===== src/rtl/mod_acc.sv =====
// Modulo-MODULUS up/down accumulator with a one-entry valid/ready output stage.
// Optional wrap-event counter enabled by defining MOD_ACC_WRAPCNT_EN.
module mod_acc #(
    parameter int WIDTH   = 4,
    parameter int MODULUS = 16
) (
    input  logic             clk,
    input  logic             rst,
    input  logic             in_valid,
    output logic             in_ready,
    input  logic [WIDTH-1:0] inc,
    input  logic             cin,
    input  logic             dir,
    input  logic             clr,
    output logic             out_valid,
    input  logic             out_ready,
    output logic [WIDTH-1:0] sum,
    output logic             wrap,
    output logic             err,
    output logic [7:0]       wrap_cnt
);

    localparam int EXT = WIDTH + 2;
    localparam logic [EXT-1:0] MOD_X = EXT'(MODULUS);

    typedef enum logic {
        EMPTY = 1'b0,
        FULL  = 1'b1
    } state_t;

    state_t           state_q, state_d;
    logic [WIDTH-1:0] acc_q, acc_d;
    logic             wrap_q, wrap_d;
    logic             err_q, err_d;

    logic             accept;
    logic [EXT-1:0]   acc_x, step_x, up_x, dn_x, res_x;
    logic             up_wrap, dn_wrap, bad_op, step_wrap, wrap_evt;
    logic             unused_hi;

    assign in_ready  = (state_q == EMPTY) || out_ready;
    assign accept    = in_valid && in_ready;
    assign out_valid = (state_q == FULL);
    assign sum       = acc_q;
    assign wrap      = wrap_q;
    assign err       = err_q;

    // acc < MODULUS and step <= MODULUS, so one conditional correction reduces either direction.
    always_comb begin
        acc_x     = EXT'(acc_q);
        step_x    = EXT'(inc) + EXT'(cin);
        up_x      = acc_x + step_x;
        up_wrap   = (up_x >= MOD_X);
        dn_wrap   = (step_x > acc_x);
        dn_x      = dn_wrap ? (acc_x + MOD_X - step_x) : (acc_x - step_x);
        bad_op    = (EXT'(inc) >= MOD_X);
        step_wrap = dir ? dn_wrap : up_wrap;
        if (dir)
            res_x = dn_x;
        else
            res_x = up_wrap ? (up_x - MOD_X) : up_x;
    end

    assign unused_hi = ^res_x[EXT-1:WIDTH];

    always_comb begin
        state_d  = state_q;
        acc_d    = acc_q;
        wrap_d   = wrap_q;
        err_d    = err_q;
        wrap_evt = 1'b0;
        if (clr) begin
            // clear wins over a same-cycle accept; that operand is dropped
            state_d = EMPTY;
            acc_d   = '0;
            wrap_d  = 1'b0;
            err_d   = 1'b0;
        end else if (accept) begin
            state_d = FULL;
            if (bad_op) begin
                err_d  = 1'b1;
                wrap_d = 1'b0;
            end else begin
                err_d    = 1'b0;
                wrap_d   = step_wrap;
                wrap_evt = step_wrap;
                acc_d    = res_x[WIDTH-1:0];
            end
        end else if (out_ready) begin
            state_d = EMPTY;
        end
    end

    always_ff @(posedge clk) begin
        if (rst) begin
            state_q <= EMPTY;
            acc_q   <= '0;
            wrap_q  <= 1'b0;
            err_q   <= 1'b0;
        end else begin
            state_q <= state_d;
            acc_q   <= acc_d;
            wrap_q  <= wrap_d;
            err_q   <= err_d;
        end
    end

`ifdef MOD_ACC_WRAPCNT_EN
    logic [7:0] wrap_cnt_q, wrap_cnt_d;

    // saturating count of wrapping accepts, cleared together with the accumulator
    always_comb begin
        wrap_cnt_d = wrap_cnt_q;
        if (clr)
            wrap_cnt_d = '0;
        else if (wrap_evt && (wrap_cnt_q != 8'hFF))
            wrap_cnt_d = wrap_cnt_q + 8'd1;
    end

    always_ff @(posedge clk) begin
        if (rst)
            wrap_cnt_q <= '0;
        else
            wrap_cnt_q <= wrap_cnt_d;
    end

    assign wrap_cnt = wrap_cnt_q;
`else
    logic unused_evt;
    assign unused_evt = wrap_evt;
    assign wrap_cnt   = 8'd0;
`endif

endmodule


===== config.mk =====
export PLATFORM = sky130hd
export DESIGN_NAME = mod_acc
export DESIGN_NICKNAME = d
export VERILOG_FILES = /design/src/rtl/mod_acc.sv
export SDC_FILE = /design/constraint.sdc
export NUM_CORES = 1
export LEC_CHECK = 0
export ABC_AREA = 1
export CAP_MARGIN = 30
export CORE_MARGIN = 8
export CORE_UTILIZATION = 48
export DETAILED_ROUTE_END_ITERATION = 10
export GPL_ROUTABILITY_DRIVEN = 0
export PLACE_DENSITY = 0.83
export SYNTH_ARGS = -nofsm -noshare
export SYNTH_HDL_FRONTEND = slang
export SYNTH_SLANG_ARGS = --single-unit

===== constraint.sdc =====
create_clock -name clk -period 2.6 [get_ports clk]
set_clock_uncertainty 0.05 [all_clocks]
set_input_delay 0.26 -clock clk [delete_from_list [all_inputs] [get_ports clk]]
set_output_delay 0.26 -clock clk [all_outputs]
set_load 0.01 [all_outputs]

==> results_tabular.tex <==
\begin{tabular}{lr}
\hline
Metric & Value \\
\hline
\multicolumn{2}{l}{\textbf{Global routing}} \\
First-pass GRT wire length & 3.153 mm \\
Pin count of the biggest net entering global routing & 8 \\
Antenna violations before repair & 0 \\
Grt total ovfl & 0 \\
Total global routing track utilization & 0.1155 \\
Number of global-route vias before repair & 739 \\
\multicolumn{2}{l}{\textbf{Placed design}} \\
Number of input and output port buffers inserted & 17 \\
Placed cell areas & 950.9 um2 \\
Dpl ws & 0.1081 ns \\
Half-perimeter wire length after detailed placement & 1.532 mm \\
\multicolumn{2}{l}{\textbf{Drt}} \\
Count of vias placed by the detailed router & 737 \\
Antenna Violating Nets Remaining & 0 \\
Wirelength, routed & 1.803 mm \\
Drt initial violations & 16 \\
DRT Pass-1 Iters & 4 \\
Post-DR wirelength/cell & 11.78 um \\
Number of vias per cell & 4.817 \\
Residual DRC & 0 \\
\multicolumn{2}{l}{\textbf{Setup path}} \\
Worst path slowest cell & sky130\_fd\_sc\_hd\_\_fa\_1 \\
Endpoint arrival time on the critical path & 2.37 ns \\
Kind of start point of the critical path & primary input \\
Largest delay contributor family on the critical path & adder cells \\
Critical-path cell list & clkdlybuf4s50\_1 -> ha\_1 -> ha\_1 -> inv\_1 -> fa\_1 -> nor2\_2 -> nor2\_1 -> nor2\_1 -> nor2\_1 -> a21oi\_2 -> nor2\_1 -> nor2\_1 \\
Cell type with the highest occurrence count on the critical path & sky130\_fd\_sc\_hd\_\_nor2\_1 \\
Setup crit end kind & flop \\
Peak per-stage delay on the critical path & 0.45 ns \\
Buffers and inverters on the worst path & 2 \\
Worst-path fanout max & 3 \\
Worst EP required & 2.73 ns \\
Setup Crit Path Kind & in -> reg \\
\multicolumn{2}{l}{\textbf{Timing}} \\
Final hold viol count & 0 \\
RSZ-0062 raised after global routing & no \\
Total setup violations reported at the end of the flow & 0 \\
Top achievable clock speed & 445.9 MHz \\
Final worst path period share & 0.8626 \\
Total count of max-transition violations in the final report & 0 \\
Post-route setup slack & 0.3573 ns \\
Minimum clock period after layout & 2.243 ns \\
Sum Neg Setup Slack & 0 ns \\
Smallest hold slack & 0.4803 ns \\
\multicolumn{2}{l}{\textbf{Min path}} \\
Path category of the worst min-delay check & reg -> reg \\
\multicolumn{2}{l}{\textbf{Die}} \\
Initial core utilization & 0.5203 \\
Boundary pin count & 27 \\
Total die area & 3235 um2 \\
Die height & 56.88 um \\
Die span in x & 56.88 um \\
Core footprint & 1541 um2 \\
Standard-cell row count & 14 \\
\multicolumn{2}{l}{\textbf{Pwr}} \\
Switching Share & 0.3675 \\
Worst VDD drop & 0.2550 mV \\
Leakage dissipation & 0.0005290 uW \\
Seq pwr share & 0.299 \\
Combinational power share & 0.455 \\
Internal Pwr Total & 217.1 uW \\
Pwr per Cell Area & 352.7 nW/um2 \\
Net Switching & 126.2 uW \\
Power consumption & 343.3 uW \\
Portion of total power attributed to the clock network & 0.247 \\
\multicolumn{2}{l}{\textbf{Final layout}} \\
Fill cell total of the finished layout & 145 \\
Share of cells above drive strength 1 & 0.08029 \\
Final-stage net count & 166 \\
Area overhead of the layout relative to synthesis & 21.37\% \\
Register area & 120.1 um2 \\
Diode count & 0 \\
Final standard cell area without fillers & 973.4 um2 \\
Area of the multi-input gates & 550.5 um2 \\
\multicolumn{2}{l}{\textbf{CTS}} \\
Post-CTS Resized & 0 \\
Post-CTS Repair Setup Buffers & 0 \\
Clk Latency, worst-skew pair & 0.24 ns \\
Hold\_buf cts & 0 \\
Clock transition at the registers of the reported paths & 0.05 ns \\
Max clock buf depth & 2 \\
H-Tree Depth & 1 \\
Root Driver & sky130\_fd\_sc\_hd\_\_clkbuf\_4 \\
Number of clock sinks seen by CTS & 6 \\
CTS tree & done \\
Cts bufs inserted & 3 \\
\multicolumn{2}{l}{\textbf{Synthesis}} \\
\#FFs+latches synth & 6 \\
Count of distinct cell types in the synthesized netlist & 21 \\
Sequential cell area fraction in the yosys report & 0.1498 \\
Post-synthesis instance total & 118 \\
Average instance area after synthesis & 6.797 um2 \\
Area of the mapped netlist & 802.0 um2 \\
YS warnings & 0 \\
\multicolumn{2}{l}{\textbf{Status}} \\
Outcome & completed \\
\multicolumn{2}{l}{\textbf{Run}} \\
Max-capacitance violation count & 0 \\
\hline
\end{tabular}
[synthesized netlist by cell type]
| cell type | instances | area share |
|---|---|---|
| sky130_fd_sc_hd__nand2_1 | 25 | 0.12 |
| sky130_fd_sc_hd__inv_1 | 20 | 0.094 |
| sky130_fd_sc_hd__ha_1 | 14 | 0.22 |
| sky130_fd_sc_hd__nor2_1 | 11 | 0.051 |
| sky130_fd_sc_hd__buf_4 | 9 | 0.084 |
| sky130_fd_sc_hd__a21oi_1 | 7 | 0.044 |
| sky130_fd_sc_hd__nand3_1 | 7 | 0.044 |
| sky130_fd_sc_hd__dfxtp_1 | 6 | 0.15 |
| sky130_fd_sc_hd__o21ai_0 | 4 | 0.025 |
| sky130_fd_sc_hd__fa_1 | 2 | 0.050 |
| sky130_fd_sc_hd__inv_2 | 2 | 0.0094 |
| sky130_fd_sc_hd__xor2_1 | 2 | 0.022 |
| sky130_fd_sc_hd__a21oi_2 | 1 | 0.011 |
| sky130_fd_sc_hd__a21oi_4 | 1 | 0.020 |
| sky130_fd_sc_hd__buf_6 | 1 | 0.014 |
| sky130_fd_sc_hd__conb_1 | 1 | 0.0047 |
| sky130_fd_sc_hd__nand2_2 | 1 | 0.0078 |
| sky130_fd_sc_hd__nand4_1 | 1 | 0.0078 |
| sky130_fd_sc_hd__nor2_2 | 1 | 0.0078 |
| sky130_fd_sc_hd__or2_2 | 1 | 0.0078 |
| sky130_fd_sc_hd__xnor2_1 | 1 | 0.011 |
[cell families after synthesis]
group                      Yosys count  share of synthesized area
and+or+nand+nor                     47                     0.2434
buffers and inverters               32                     0.2012
adders and majority gates           16                     0.2683
AOI/OAI and AO/OA                   13                    0.09985
DFF                                  6                     0.1498
xor gates and xnor gates             3                    0.03277
other                                1                   0.004676
[metal layers]
layer	wire length [um]	vias up	track usage
met3	168	0	0.03820
li1	-	381	-
met1	770	331	0.1318
met2	864	25	0.1897
met5	0	-	0
met4	0	0	0.05034
[cells in the final DEF, fill, tap and decap left out]
| master | count |
|---|---|
| sky130_fd_sc_hd__clkdlybuf4s50_1 | 17 |
| sky130_fd_sc_hd__xnor2_1 | 1 |
| sky130_fd_sc_hd__nand4_1 | 1 |
| sky130_fd_sc_hd__conb_1 | 9 |
| sky130_fd_sc_hd__nand2_1 | 25 |
| sky130_fd_sc_hd__nor2_1 | 11 |
| sky130_fd_sc_hd__a21oi_2 | 1 |
| sky130_fd_sc_hd__inv_2 | 2 |
| sky130_fd_sc_hd__or2_2 | 1 |
| sky130_fd_sc_hd__clkbuf_4 | 3 |
| sky130_fd_sc_hd__a21oi_4 | 1 |
| sky130_fd_sc_hd__ha_1 | 14 |
| sky130_fd_sc_hd__dfxtp_1 | 6 |
| sky130_fd_sc_hd__nand2_2 | 1 |
| sky130_fd_sc_hd__inv_1 | 20 |
| sky130_fd_sc_hd__nor2_2 | 1 |
| sky130_fd_sc_hd__o21ai_0 | 4 |
| sky130_fd_sc_hd__a21oi_1 | 7 |
| sky130_fd_sc_hd__xor2_1 | 2 |
| sky130_fd_sc_hd__fa_1 | 2 |
| sky130_fd_sc_hd__buf_4 | 1 |
| sky130_fd_sc_hd__nand3_1 | 7 |
[flip-flops by register name (all words and copies together), names as in the netlist]
name / count
out_valid: 1
sum: 4
wrap: 1
[power by group through the flow]
stage / clock (uW) / sequential (uW) / combinational (uW)
floorplan: 0 / 106 / 116
global placement: 0 / 104 / 150
CTS: 89.5 / 103 / 156
detailed placement: 0 / 104 / 155
global route: 94.5 / 103 / 178
finish: 84.7 / 103 / 156
[stage by stage]
| step | utilization | std cells |
|---|---|---|
| final | 0.6315 | 153 |
| after global routing | 0.6315 | 153 |
| after CTS | 0.6315 | 153 |
| after detailed placement | 0.6169 | 150 |
| after global placement | 0.6169 | 150 |
| after floorplan | - | 126 |
[final cells by class]
type / count / area share
Inverter: 22 / 0.08483
Clock buffer: 3 / 0.02314
Sequential cell: 6 / 0.1234
Timing Repair Buffer: 18 / 0.1825
Tap cell: 16 / 0.02057
Multi-Input combinational cell: 88 / 0.5656
[final timing paths]
| kind | to | startpoint | depth (start not counted) | slack (ns) |
|---|---|---|---|---|
| hold / removal | out_valid | out_valid | 2 | 0.48 |
| setup reg to reg | wrap | sum[0] | 10 | 0.82 |
| setup / recovery | wrap | inc[0] | 12 | 0.36 |
| hold reg to reg | out_valid | out_valid | 2 | 0.48 |
[worst reg2reg max path, stage by stage, from the launching register on]
cell,delay [ns]
sky130_fd_sc_hd__dfxtp_1,0.38
sky130_fd_sc_hd__ha_1,0.22
sky130_fd_sc_hd__inv_1,0.07
sky130_fd_sc_hd__fa_1,0.41
sky130_fd_sc_hd__nor2_2,0.13
sky130_fd_sc_hd__nor2_1,0.05
sky130_fd_sc_hd__nor2_1,0.11
sky130_fd_sc_hd__nor2_1,0.06
sky130_fd_sc_hd__a21oi_2,0.11
sky130_fd_sc_hd__nor2_1,0.05
sky130_fd_sc_hd__nor2_1,0.07
Note: power is estimated with default switching activity, not from simulation.
